===== config.mk =====
export PLATFORM = sky130hd
export DESIGN_NAME = servo_pulse_decoder
export DESIGN_NICKNAME = d
export VERILOG_FILES = /design/src/rtl/servo_pkg.sv /design/src/rtl/servo_us_tick.sv /design/src/rtl/servo_pulse_decoder.sv
export SDC_FILE = /design/constraint.sdc
export NUM_CORES = 1
export LEC_CHECK = 0
export ABC_AREA = 1
export CELL_PAD_IN_SITES_DETAIL_PLACEMENT = 1
export CELL_PAD_IN_SITES_GLOBAL_PLACEMENT = 1
export CORE_ASPECT_RATIO = 1.75
export CORE_MARGIN = 2
export CORE_UTILIZATION = 46
export DETAILED_ROUTE_END_ITERATION = 10
export PLACE_DENSITY_LB_ADDON = 0.15
export RECOVER_POWER = 100
export SYNTH_ARGS = -nofsm -noshare
export SYNTH_HDL_FRONTEND = slang
export SYNTH_SLANG_ARGS = --single-unit

===== constraint.sdc =====
create_clock -name clk -period 6.7 [get_ports clk]
set_input_delay 1.675 -clock clk [delete_from_list [all_inputs] [get_ports clk]]
set_output_delay 1.675 -clock clk [all_outputs]
set_load 0.005 [all_outputs]

===== src/rtl/servo_pkg.sv =====
// rtl/servo_pkg.sv - shared widths and FSM states for the servo pulse decoder
package servo_pkg;

  localparam int LEVEL_W   = 3;
  localparam int WIDTH_W   = 12;
  localparam int TIMEOUT_W = 15;

  typedef enum logic [1:0] {
    WAIT_LOW  = 2'd0,
    WAIT_RISE = 2'd1,
    MEASURE   = 2'd2
  } state_e;

endpackage


===== src/rtl/servo_us_tick.sv =====
// rtl/servo_us_tick.sv - microsecond prescaler with synchronous restart
module servo_us_tick #(
  parameter int CLKS_PER_US = 50
) (
  input  logic clk,
  input  logic reset,
  input  logic restart_i,
  output logic tick_o
);

  localparam int CNT_W = (CLKS_PER_US > 1) ? $clog2(CLKS_PER_US) : 1;
  localparam logic [CNT_W-1:0] TERMINAL = CNT_W'(CLKS_PER_US - 1);

  logic [CNT_W-1:0] cnt_q, cnt_d;

  // Wrap at the terminal count; a restart aligns the next tick to a full microsecond.
  always_comb begin
    cnt_d = cnt_q;
    if (restart_i) begin
      cnt_d = '0;
    end else if (cnt_q == TERMINAL) begin
      cnt_d = '0;
    end else begin
      cnt_d = cnt_q + CNT_W'(1);
    end
  end

  // Prescaler count register.
  always_ff @(posedge clk or posedge reset) begin
    if (reset) begin
      cnt_q <= '0;
    end else begin
      cnt_q <= cnt_d;
    end
  end

  assign tick_o = (cnt_q == TERMINAL);

endmodule


===== src/rtl/servo_pulse_decoder.sv =====
// rtl/servo_pulse_decoder.sv - RC servo pulse width to 3-bit level index; optional SERVO_FILTER_EN
module servo_pulse_decoder
  import servo_pkg::*;
#(
  parameter int CLKS_PER_US    = 50,
  parameter int MIN_US         = 1000,
  parameter int MAX_US         = 2000,
  parameter int TOL_US         = 200,
  parameter int TIMEOUT_US     = 25000,
  parameter int FAILSAFE_LEVEL = 0
) (
  input  logic               clk,
  input  logic               reset,
  input  logic               servoIn,
  output logic [LEVEL_W-1:0] dutyCycleLookup,
  output logic               pulseValid,
  output logic               signalLost
);

  localparam int STEP_US = (MAX_US - MIN_US) / 8;
  localparam logic [WIDTH_W-1:0]   ACC_MIN_W  = WIDTH_W'(MIN_US - TOL_US);
  localparam logic [WIDTH_W-1:0]   ACC_MAX_W  = WIDTH_W'(MAX_US + TOL_US);
  localparam logic [WIDTH_W-1:0]   MIN_W      = WIDTH_W'(MIN_US);
  localparam logic [WIDTH_W-1:0]   MAX_W      = WIDTH_W'(MAX_US);
  localparam logic [TIMEOUT_W-1:0] TIMEOUT_W_ = TIMEOUT_W'(TIMEOUT_US);
  localparam logic [LEVEL_W-1:0]   FAILSAFE_W = LEVEL_W'(FAILSAFE_LEVEL);

  logic sync1_q, sync2_q, prev_q;
  logic rise, fall;

  state_e state_q, state_d;
  logic [WIDTH_W-1:0]   width_q, width_d, width_next;
  logic [TIMEOUT_W-1:0] to_cnt_q, to_cnt_d, to_cnt_next;
  logic [LEVEL_W-1:0]   duty_q, duty_d;
  logic                 valid_q, valid_d;
  logic                 lost_q, lost_d;
  logic                 us_tick, to_tick;
  logic                 accept, to_expired;
  logic [WIDTH_W-1:0]   clamped;
  logic [LEVEL_W-1:0]   idx;

`ifdef SERVO_FILTER_EN
  logic [LEVEL_W-1:0] last_idx_q, last_idx_d;
  logic               last_vld_q, last_vld_d;
`endif

  // Synchroniser and edge history; reset to 1 so a pulse in flight at reset
  // release never looks like a rising edge.
  always_ff @(posedge clk or posedge reset) begin
    if (reset) begin
      sync1_q <= 1'b1;
      sync2_q <= 1'b1;
      prev_q  <= 1'b1;
    end else begin
      sync1_q <= servoIn;
      sync2_q <= sync1_q;
      prev_q  <= sync2_q;
    end
  end

  assign rise = sync2_q & ~prev_q;
  assign fall = ~sync2_q & prev_q;

  servo_us_tick #(
    .CLKS_PER_US(CLKS_PER_US)
  ) u_width_tick (
    .clk      (clk),
    .reset    (reset),
    .restart_i(rise),
    .tick_o   (us_tick)
  );

  servo_us_tick #(
    .CLKS_PER_US(CLKS_PER_US)
  ) u_timeout_tick (
    .clk      (clk),
    .reset    (reset),
    .restart_i(accept),
    .tick_o   (to_tick)
  );

  // Saturating next values; the width includes the tick of the falling-edge cycle.
  assign width_next  = (us_tick && (width_q != {WIDTH_W{1'b1}})) ? width_q + WIDTH_W'(1) : width_q;
  assign to_cnt_next = (to_tick && (to_cnt_q != {TIMEOUT_W{1'b1}})) ? to_cnt_q + TIMEOUT_W'(1) : to_cnt_q;
  assign to_expired  = (to_cnt_next >= TIMEOUT_W_);

  // Clamp the measured width and quantise with a threshold ladder.
  always_comb begin
    clamped = width_next;
    if (width_next < MIN_W) begin
      clamped = MIN_W;
    end else if (width_next > MAX_W) begin
      clamped = MAX_W;
    end
    idx = '0;
    for (int k = 1; k < 8; k++) begin
      if (clamped >= WIDTH_W'(MIN_US + k * STEP_US)) begin
        idx = idx + LEVEL_W'(1);
      end
    end
  end

  // FSM next state, acceptance, timeout and output next values; acceptance beats expiry.
  always_comb begin
    state_d  = state_q;
    width_d  = width_q;
    duty_d   = duty_q;
    valid_d  = 1'b0;
    lost_d   = lost_q;
    to_cnt_d = to_cnt_next;
    accept   = 1'b0;
`ifdef SERVO_FILTER_EN
    last_idx_d = last_idx_q;
    last_vld_d = last_vld_q;
`endif

    case (state_q)
      WAIT_LOW: begin
        if (!sync2_q) begin
          state_d = WAIT_RISE;
        end
      end
      WAIT_RISE: begin
        if (rise) begin
          state_d = MEASURE;
          width_d = '0;
        end
      end
      MEASURE: begin
        width_d = width_next;
        if (fall) begin
          state_d = WAIT_RISE;
          accept  = (width_next >= ACC_MIN_W) && (width_next <= ACC_MAX_W);
        end else if (width_next > ACC_MAX_W) begin
          state_d = WAIT_LOW;
        end
      end
      default: begin
        state_d = WAIT_LOW;
      end
    endcase

    if (to_expired) begin
      lost_d = 1'b1;
      duty_d = FAILSAFE_W;
`ifdef SERVO_FILTER_EN
      last_idx_d = '0;
      last_vld_d = 1'b0;
`endif
    end

    if (accept) begin
      to_cnt_d = '0;
      lost_d   = 1'b0;
`ifdef SERVO_FILTER_EN
      last_idx_d = idx;
      last_vld_d = 1'b1;
      if (last_vld_q && (last_idx_q == idx)) begin
        duty_d  = idx;
        valid_d = 1'b1;
      end
`else
      duty_d  = idx;
      valid_d = 1'b1;
`endif
    end
  end

  // State, counters and registered outputs.
  always_ff @(posedge clk or posedge reset) begin
    if (reset) begin
      state_q  <= WAIT_LOW;
      width_q  <= '0;
      to_cnt_q <= '0;
      duty_q   <= FAILSAFE_W;
      valid_q  <= 1'b0;
      lost_q   <= 1'b1;
    end else begin
      state_q  <= state_d;
      width_q  <= width_d;
      to_cnt_q <= to_cnt_d;
      duty_q   <= duty_d;
      valid_q  <= valid_d;
      lost_q   <= lost_d;
    end
  end

`ifdef SERVO_FILTER_EN
  // Index of the previous accepted pulse for the repeat filter.
  always_ff @(posedge clk or posedge reset) begin
    if (reset) begin
      last_idx_q <= '0;
      last_vld_q <= 1'b0;
    end else begin
      last_idx_q <= last_idx_d;
      last_vld_q <= last_vld_d;
    end
  end
`endif

  assign dutyCycleLookup = duty_q;
  assign pulseValid      = valid_q;
  assign signalLost      = lost_q;

endmodule


==> results of run 1 <==
-- through the flow --
stage / area [sq um] / power (mW) / std cells
after floorplan: 3880 / 0.378 / 554
after global placement: 4020 / 0.393 / 646
after detailed placement: 4020 / 0.396 / 646
after CTS: 4180 / 0.671 / 654
after global routing: 4160 / 0.688 / 654
final: 4160 / 0.661 / 654
-- worst paths after layout --
path / from / endpoint / slack [ns] / cells past startpoint
worst min register to register: sync1_q / sync2_q / 0.36 / 0
min in group asynchronous: reset / u_width_tick.cnt_q[0] / 2.43 / 2
worst min-delay path: sync1_q / sync2_q / 0.36 / 0
max in group asynchronous: reset / dutyCycleLookup[0] / 3.16 / 2
worst max-delay path: width_q[0] / dutyCycleLookup[1] / 0.79 / 39
worst max register to register: width_q[0] / dutyCycleLookup[1] / 0.79 / 39
-- power by group through the flow --
stage	Combinational [mW]	Clock [mW]	Sequential, mW
2_1_floorplan	0.0530	0	0.325
3_3_place_gp	0.0662	0	0.327
3_5_place_dp	0.0682	0	0.328
4_1_cts	0.0707	0.277	0.323
5_1_grt	0.0794	0.284	0.325
6_report	0.0681	0.270	0.323
-- logic make-up (layout without fill, tap and decap cells) --
logic type / Yosys count / after routing / synth area share
buffers and inverters: 91 / 99 / 0.0928
and+or+nand+nor: 344 / 344 / 0.441
DFF: 49 / 49 / 0.317
AOI/OAI and AO/OA: 41 / 41 / 0.0712
xor gates and xnor gates: 16 / 16 / 0.0361
adders and majority gates: 13 / 13 / 0.0419
-- layer usage --
metal	GRT usage	up-vias
met3	0.0306	32
li1	-	1786
met4	0.111	0
met2	0.494	52
met1	0.261	1756
met5	0	-
-- area by class of cell --
class	instances	area share
inverter	84	0.0758
multi-input combinational	414	0.546
clock buffer	6	0.0334
sequential	49	0.296
tap	92	0.0277
timing repair buffer	7	0.0168
clock inverter	2	0.00421
-- sequential cells by signal, indices dropped and copies added, names as in the netlist --
register              flops
to_cnt_q                 15
width_q                  12
u_timeout_tick.cnt_q      6
u_width_tick.cnt_q        6
dutyCycleLookup           3
state_q                   2
prev_q                    1
pulseValid                1
signalLost                1
sync1_q                   1
sync2_q                   1
-- cells in the final DEF, fill, tap and decap left out, types with 10 or more instances in the layout --
| cell | synthesis | routed |
|---|---|---|
| nand2_1 | 141 | 143 |
| inv_1 | 73 | 74 |
| nor2_1 | 60 | 63 |
| nand3_1 | 60 | 60 |
| dfrtp_1 | 45 | 45 |
| nand2_2 | 17 | 15 |
| xor2_1 | 13 | 13 |
| ha_1 | 13 | 13 |
| o22ai_1 | 11 | 11 |
| inv_2 | 11 | 10 |
| nand3_2 | 10 | 10 |
| nor2_2 | 12 | 10 |
| nand4_1 | 10 | 10 |
| nor3_1 | 10 | 10 |
-- critical path: cells and delay by family (launching register included) --
family,cells,cell delay [ns]
fa+ha+maj,5,1.46
compound gates,1,0.43
simple gates,25,2.77
buf+inv,8,0.71
flops,1,0.44
==> results.cfg, run 1 <==
[floorplanning]
dieHeight_um = 126
core_sq_um = 8260
chipWidth_um = 73.4
start_util = 0.470
die_area_sq_um = 9220
rows = 44
top_level_ports = 8

[clocking]
cts.sink_count = 49
path_clk_slew_ns = 0.07
htree_num_levels = 2
clkLatencyLatePin_ns = 0.30
cts_buffer_depth = 2
cts_tree = yes
cts_setup_buffers = 0
cts_made_buffers = 5
cts-hold-fix-buffers = 0
cts_resized = 0
cts-root-buf = clkbuf_16

[critical_path]
crit_fanout = 11
cp-start-kind = flip-flop
crit_type = flip-flop to flip-flop
cp.required_ns = 6.89
cp-end-kind = flip-flop
cpMostUsedCell = nand2_1
cp.arrival_ns = 6.10
critPathMaxStageDelay_ns = 0.44
crit_slowest_cell = dfrtp_1

[status]
violations = capacitance limit, slew limit
outcome = finished, violations left

[synth]
synth_warnings = 0
synth_fp_nets = 570
yosysMostFrequentCell = nand2_1
synthCells = 554
yosys-top-cells-area = dfrtp_1 29%, nand2_1 14%, nand3_1 7.7%, inv_1 7.1%, nor2_1 5.8%
dominantRegCellSynth = dfrtp_1
synth_largest_area_cell = dfrtp_1
async_reset_ff_frac = 1.00
yosys-top-cells-count = 141 x nand2_1, 73 x inv_1, 60 x nand3_1, 60 x nor2_1, 45 x dfrtp_1
synth-seq-area-share = 0.317
synth-edff-count = 0
ys_ff_latch = 49
synthesis.area_sq_um = 3880
syn_avg_cell_area_sq_um = 7.01
synth_top_cell_area_share = 0.290
yosysUniqueCellTypes = 41

[drt]
dr_total_vias = 3626
met1_length_um = 4040
met3_wirelength_um = 168
ant_nets = 0
viasPerCell = 5.54
dr_wl_met2_um = 6090
drt-initial-drc-count = 99
drc_errors = 0
top_layer = met4
wl_per_cell_um = 16.5
firstDrtPassIters = 4
drt-total-wl_um = 10800

[sta]
setup_viol = 0
finalCritPeriodShare = 0.883
rsz0062_at_grt = false
fmax_mhz = 169
setup_tns_ns = 0
relSlewSlack = -0.271
hold_viol = 0
maxSlewViolCount = 50
hold_ws_ns = 0.359
worst_slack_ns = 0.787
tightest_slew_ns = 1.90
min_period_ns = 5.91
skew_ns = 0.00288

[place]
place_congestion = 0.941
place_ws_ns = 0.810
dp_hpwl_um = 8560
io_buffer_count = 7

[flow_run]
max-cap-violations = 1

[layout]
multiInputGateArea_sq_um = 2270
area_growth_pct = 7.19
fin_nets = 577
fill_cells = 1102
n_antenna_cell = 0
register_area_sq_um = 1230
layout-drive-gt1-share = 0.146
post-route-util = 0.504

[power]
pwr-share-seq = 0.488
p_clk_frac = 0.409
internal_power_uw = 480
net-switching-power_uw = 181
combinationalPowerShare = 0.103
ir_drop_mv = 0.202
swShare = 0.274
power.density_nw_per_um2 = 159
p_leak_nw = 2.08

[grt]
grt_pass1_wl_um = 18600
overflow = 0
grt.total_usage = 0.256
grt_pass1_vias = 4039
antenna_found_initial = 0
grt_max_degree = 50

[hold_path]
worstHoldPathType = flip-flop to flip-flop
Power figures use the tool's default switching activity.
==> run 2: changes to the inputs <==
--- a/config.mk
+++ b/config.mk
@@ -11,9 +11,11 @@
 export CORE_ASPECT_RATIO = 1.75
 export CORE_MARGIN = 2
 export CORE_UTILIZATION = 46
+export CTS_CLUSTER_DIAMETER = 60
 export DETAILED_ROUTE_END_ITERATION = 10
 export PLACE_DENSITY_LB_ADDON = 0.15
 export RECOVER_POWER = 100
+export SETUP_SLACK_MARGIN = 0.3
 export SYNTH_ARGS = -nofsm -noshare
 export SYNTH_HDL_FRONTEND = slang
 export SYNTH_SLANG_ARGS = --single-unit
==> results.cfg, run 2 (same netlist as run 1, synthesis figures left out) <==
[status]
outcome = finished, violations left
violations = capacitance limit, slew limit

[layout]
final_common_cell = nand2_1
regMostFlops = to_cnt_q
reg.largest.list = to_cnt_q: 15 flops, width_q: 12 flops
fin_nets = 577
postLayoutCellArea_sq_um = 4160
largest_register_ffs = 15
area_growth_pct = 7.12
layout-drive-gt1-share = 0.144
n_antenna_cell = 0
layout_common_cells = 144 x nand2_1, 74 x inv_1, 63 x nor2_1
post-route-util = 0.503

[floorplanning]
rows = 44
start_util = 0.470
dieHeight_um = 126
chipWidth_um = 73.4
core_sq_um = 8260
die_area_sq_um = 9220
top_level_ports = 8

[place]
postPlaceCellArea_sq_um = 4020
place_congestion = 0.941
dp_hpwl_um = 8560
io_buffer_count = 7

[sta]
finalCritPeriodShare = 0.872
setup_tns_ns = 0
rsz0062_at_grt = false
setup_viol = 0
maxSlewViolCount = 50
skew_ns = 0.00273
fmax_mhz = 171
min_period_ns = 5.84
hold_ws_ns = 0.359
relSlewSlack = -0.272
tightest_slew_ns = 1.91
hold_viol = 0

[clocking]
clkLatencyLatePin_ns = 0.30
cts-root-buf = clkbuf_16
cts_buffer_depth = 2
cts-hold-fix-buffers = 0
cts.sink_count = 49
cts_made_buffers = 5
cts_resized = 0
path_clk_slew_ns = 0.07
htree_num_levels = 2
cts_setup_buffers = 0
cts_tree = yes

[critical_path]
reg2reg_to = dutyCycleLookup[1]
crit_slowest_cell = dfrtp_1
cp.required_ns = 6.89
reg2reg_from = u_width_tick.cnt_q[1]
crit_fanout = 11
crit_type = flip-flop to flip-flop
critPathMaxStageDelay_ns = 0.40
setup.worst_path.end = dutyCycleLookup[1]
cp-end-kind = flip-flop
reg2reg_slack_ns = 0.86
cp-start-kind = flip-flop
cpMostUsedCell = nand2_1
cp.arrival_ns = 6.03
rr_worst_depth = 40
crit_start = u_width_tick.cnt_q[1]

[grt]
grt_pass1_wl_um = 18600
grt.total_usage = 0.256
grt_pass1_vias = 4039
grt_max_degree = 50
overflow = 0
antenna_found_initial = 0

[power]
p_leak_nw = 2.08
internal_power_uw = 480
ir_drop_mv = 0.202
swShare = 0.274
pwr-share-seq = 0.488
combinationalPowerShare = 0.103
power.density_nw_per_um2 = 159
p_clk_frac = 0.409
net-switching-power_uw = 181

[drt]
drc_errors = 0
ant_nets = 0
viasPerCell = 5.55
wl_per_cell_um = 16.5
firstDrtPassIters = 4
drt-total-wl_um = 10800
dr_total_vias = 3630
drt-initial-drc-count = 104

[hold_path]
worstHoldPathType = flip-flop to flip-flop

[flow_run]
max-cap-violations = 1
-- run 2: cell counts in the layout (fill, tap and decap cells not counted) --
No cell type changed its count.
-- run 2: power by group through the flow --
stage,Combinational (mW),Clock [mW],Sequential (mW)
2_1_floorplan,0.0530,0,0.325
3_3_place_gp,0.0662,0,0.327
3_5_place_dp,0.0682,0,0.328
4_1_cts,0.0707,0.277,0.323
5_1_grt,0.0794,0.284,0.325
6_report,0.0682,0.270,0.323
-- run 2: worst max-delay path, delay by kind of cell (launching register included) --
family	cells	cell delay, ns
compound gates	1	0.27
fa+ha+maj	5	1.38
buf+inv	7	0.47
flops	1	0.40
simple gates	27	3.23
-- run 2: cell type report --
cell class / count / area (sq um)
inverter: 84 / 315
timing repair buffer: 7 / 70.1
sequential: 49 / 1230
tap: 92 / 115
fill: 1103 / 4100
clock inverter: 2 / 17.5
clock buffer: 6 / 139
multi-input combinational: 414 / 2270
-- run 2: worst min-delay path by stage --
| stage | start | end | depth (start not counted) |
|---|---|---|---|
| 6_report | sync1_q | sync2_q | 0 |
| 4_1_cts | sync1_q | sync2_q | 0 |
| 2_1_floorplan | sync1_q | sync2_q | 0 |
| 5_1_grt | sync1_q | sync2_q | 0 |
| 3_5_place_dp | sync1_q | sync2_q | 0 |
| 3_3_place_gp | sync1_q | sync2_q | 0 |
-- run 2: layer usage --
metal / up-vias / global-route usage / share of wire / wire, um
li1: 1785 / - / - / -
met1: 1762 / 0.261 / 0.37 / 4040
met2: 53 / 0.494 / 0.57 / 6120
met3: 30 / 0.0306 / 0.017 / 181
met4: 0 / 0.111 / 0.044 / 474
met5: - / 0 / 0 / 0
-- run 2: per-stage QoR --
stage	setup slack, ns	cells	total power, mW
6_report	0.858	654	0.661
5_1_grt	0.187	654	0.688
4_1_cts	0.799	654	0.671
3_5_place_dp	0.810	646	0.396
3_3_place_gp	1.08	646	0.393
2_1_floorplan	1.80	554	0.378
==> run 3: changes to the inputs <==
--- a/config.mk
+++ b/config.mk
@@ -6,6 +6,7 @@
 export NUM_CORES = 1
 export LEC_CHECK = 0
 export ABC_AREA = 1
+export CAP_MARGIN = 20
 export CELL_PAD_IN_SITES_DETAIL_PLACEMENT = 1
 export CELL_PAD_IN_SITES_GLOBAL_PLACEMENT = 1
 export CORE_ASPECT_RATIO = 1.75
@@ -15,7 +16,7 @@
 export DETAILED_ROUTE_END_ITERATION = 10
 export PLACE_DENSITY_LB_ADDON = 0.15
 export RECOVER_POWER = 100
-export SETUP_SLACK_MARGIN = 0.3
+export SETUP_SLACK_MARGIN = 0.15
 export SYNTH_ARGS = -nofsm -noshare
 export SYNTH_HDL_FRONTEND = slang
 export SYNTH_SLANG_ARGS = --single-unit
==> results.cfg, run 3 (same netlist as run 1, synthesis figures left out) <==
[grt]
grt_pass1_wl_um = 18600
grt_pass1_vias = 4039
antenna_found_initial = 0
grt.total_usage = 0.256
grt_max_degree = 50
overflow = 0

[place]
place_ws_ns = 0.810
io_buffer_count = 7
dp_hpwl_um = 8560
place_congestion = 0.941

[critical_path]
crit_fanout = 11
reg2reg_from = width_q[0]
crit_start = width_q[0]
cp-end-kind = flip-flop
cp-start-kind = flip-flop
cp.required_ns = 6.89
crit_type = flip-flop to flip-flop
reg2reg_slack_ns = 0.80
crit_slowest_cell = dfrtp_1
cpMostUsedCell = nand2_1
rr_worst_depth = 39
reg2reg_to = dutyCycleLookup[1]
critPathMaxStageDelay_ns = 0.44
cp.arrival_ns = 6.09

[drt]
drc_errors = 0
viasPerCell = 5.55
firstDrtPassIters = 6
wl_per_cell_um = 16.7
drt-initial-drc-count = 113
ant_nets = 0
dr_total_vias = 3634
drt-total-wl_um = 10900

[power]
ir_drop_mv = 0.202
p_clk_frac = 0.407
internal_power_uw = 480
pwr-share-seq = 0.489
swShare = 0.274
combinationalPowerShare = 0.105
net-switching-power_uw = 181
power.density_nw_per_um2 = 159
p_leak_nw = 2.08

[layout]
fin_nets = 578
n_antenna_cell = 0
fill_cells = 1097
area_growth_pct = 7.29
layout-drive-gt1-share = 0.144
largest_register_ffs = 15
final_common_cell = nand2_1
layout_common_cells = 143 x nand2_1, 74 x inv_1, 63 x nor2_1
regMostFlops = to_cnt_q
reg.largest.list = to_cnt_q: 15 flops, width_q: 12 flops

[floorplanning]
die_area_sq_um = 9220
start_util = 0.470
dieHeight_um = 126
rows = 44
top_level_ports = 8
chipWidth_um = 73.4
core_sq_um = 8260

[clocking]
path_clk_slew_ns = 0.07
htree_num_levels = 2
cts.sink_count = 49
cts_made_buffers = 5
cts-hold-fix-buffers = 0
cts_setup_buffers = 0
cts_tree = yes
cts_resized = 0
cts_buffer_depth = 2
clkLatencyLatePin_ns = 0.29
cts-root-buf = clkbuf_16

[sta]
hold_viol = 0
relSlewSlack = -0.539
tightest_slew_ns = 2.31
worst_slack_ns = 0.799
setup_tns_ns = 0
maxSlewViolCount = 42
rsz0062_at_grt = false
finalCritPeriodShare = 0.881
setup_viol = 0
skew_ns = 0.00202
min_period_ns = 5.90
fmax_mhz = 169

[flow_run]
max-cap-violations = 1

[hold_path]
hold_depth = 0
hold_end = sync2_q
worstHoldPathType = flip-flop to flip-flop
hp-start = sync1_q

[status]
violations = capacitance limit, slew limit
outcome = finished, violations left
-- run 3: cell type report --
| type | count | area, sq um | share of cell area |
|---|---|---|---|
| Multi-Input combinational cell | 414 | 2270 | 0.546 |
| Sequential cell | 49 | 1230 | 0.296 |
| Inverter | 84 | 315 | 0.0757 |
| Clock buffer | 6 | 139 | 0.0334 |
| Tap cell | 92 | 115 | 0.0276 |
| Timing Repair Buffer | 8 | 73.8 | 0.0177 |
| Clock inverter | 2 | 17.5 | 0.00421 |
-- run 3: critical path: cells and delay by family (launching register included) --
family / cells / cell delay [ns]
buf+inv: 8 / 0.71
fa+ha+maj: 5 / 1.46
simple gates: 25 / 2.77
flops: 1 / 0.44
compound gates: 1 / 0.43
-- run 3: power groups by stage --
| stage | sequential, mW | combinational [mW] | clock [mW] |
|---|---|---|---|
| 3_3_place_gp | 0.327 | 0.0662 | 0 |
| 2_1_floorplan | 0.325 | 0.0530 | 0 |
| 5_1_grt | 0.325 | 0.0798 | 0.283 |
| 3_5_place_dp | 0.328 | 0.0682 | 0 |
| 6_report | 0.323 | 0.0691 | 0.269 |
| 4_1_cts | 0.323 | 0.0707 | 0.277 |
-- run 3: worst max path at each step --
| stage | cells past startpoint | end | slack [ns] |
|---|---|---|---|
| floorplan | 40 | dutyCycleLookup[1] | 1.80 |
| global placement | 39 | dutyCycleLookup[1] | 1.08 |
| detailed placement | 39 | dutyCycleLookup[1] | 0.81 |
| CTS | 39 | dutyCycleLookup[1] | 0.80 |
| global route | 39 | dutyCycleLookup[1] | 0.15 |
| finish | 39 | dutyCycleLookup[1] | 0.80 |
-- run 3: metal layers --
metal / share of wire / track usage / wire [um] / vias up
met2: 0.57 / 0.494 / 6200 / 43
met4: 0.046 / 0.111 / 497 / 0
met3: 0.014 / 0.0306 / 152 / 32
met1: 0.37 / 0.261 / 4060 / 1768
met5: 0 / 0 / 0 / -
li1: - / - / - / 1791
-- run 3: per-stage QoR --
step	std cells	power [mW]	instance area, sq um	hold WS (ns)	util
2_1_floorplan	554	0.378	3880	0.345	-
3_3_place_gp	646	0.393	4020	0.347	0.487
3_5_place_dp	646	0.396	4020	0.349	0.487
4_1_cts	654	0.671	4180	0.363	0.506
5_1_grt	655	0.688	4160	0.368	0.504
6_report	655	0.661	4160	0.363	0.504
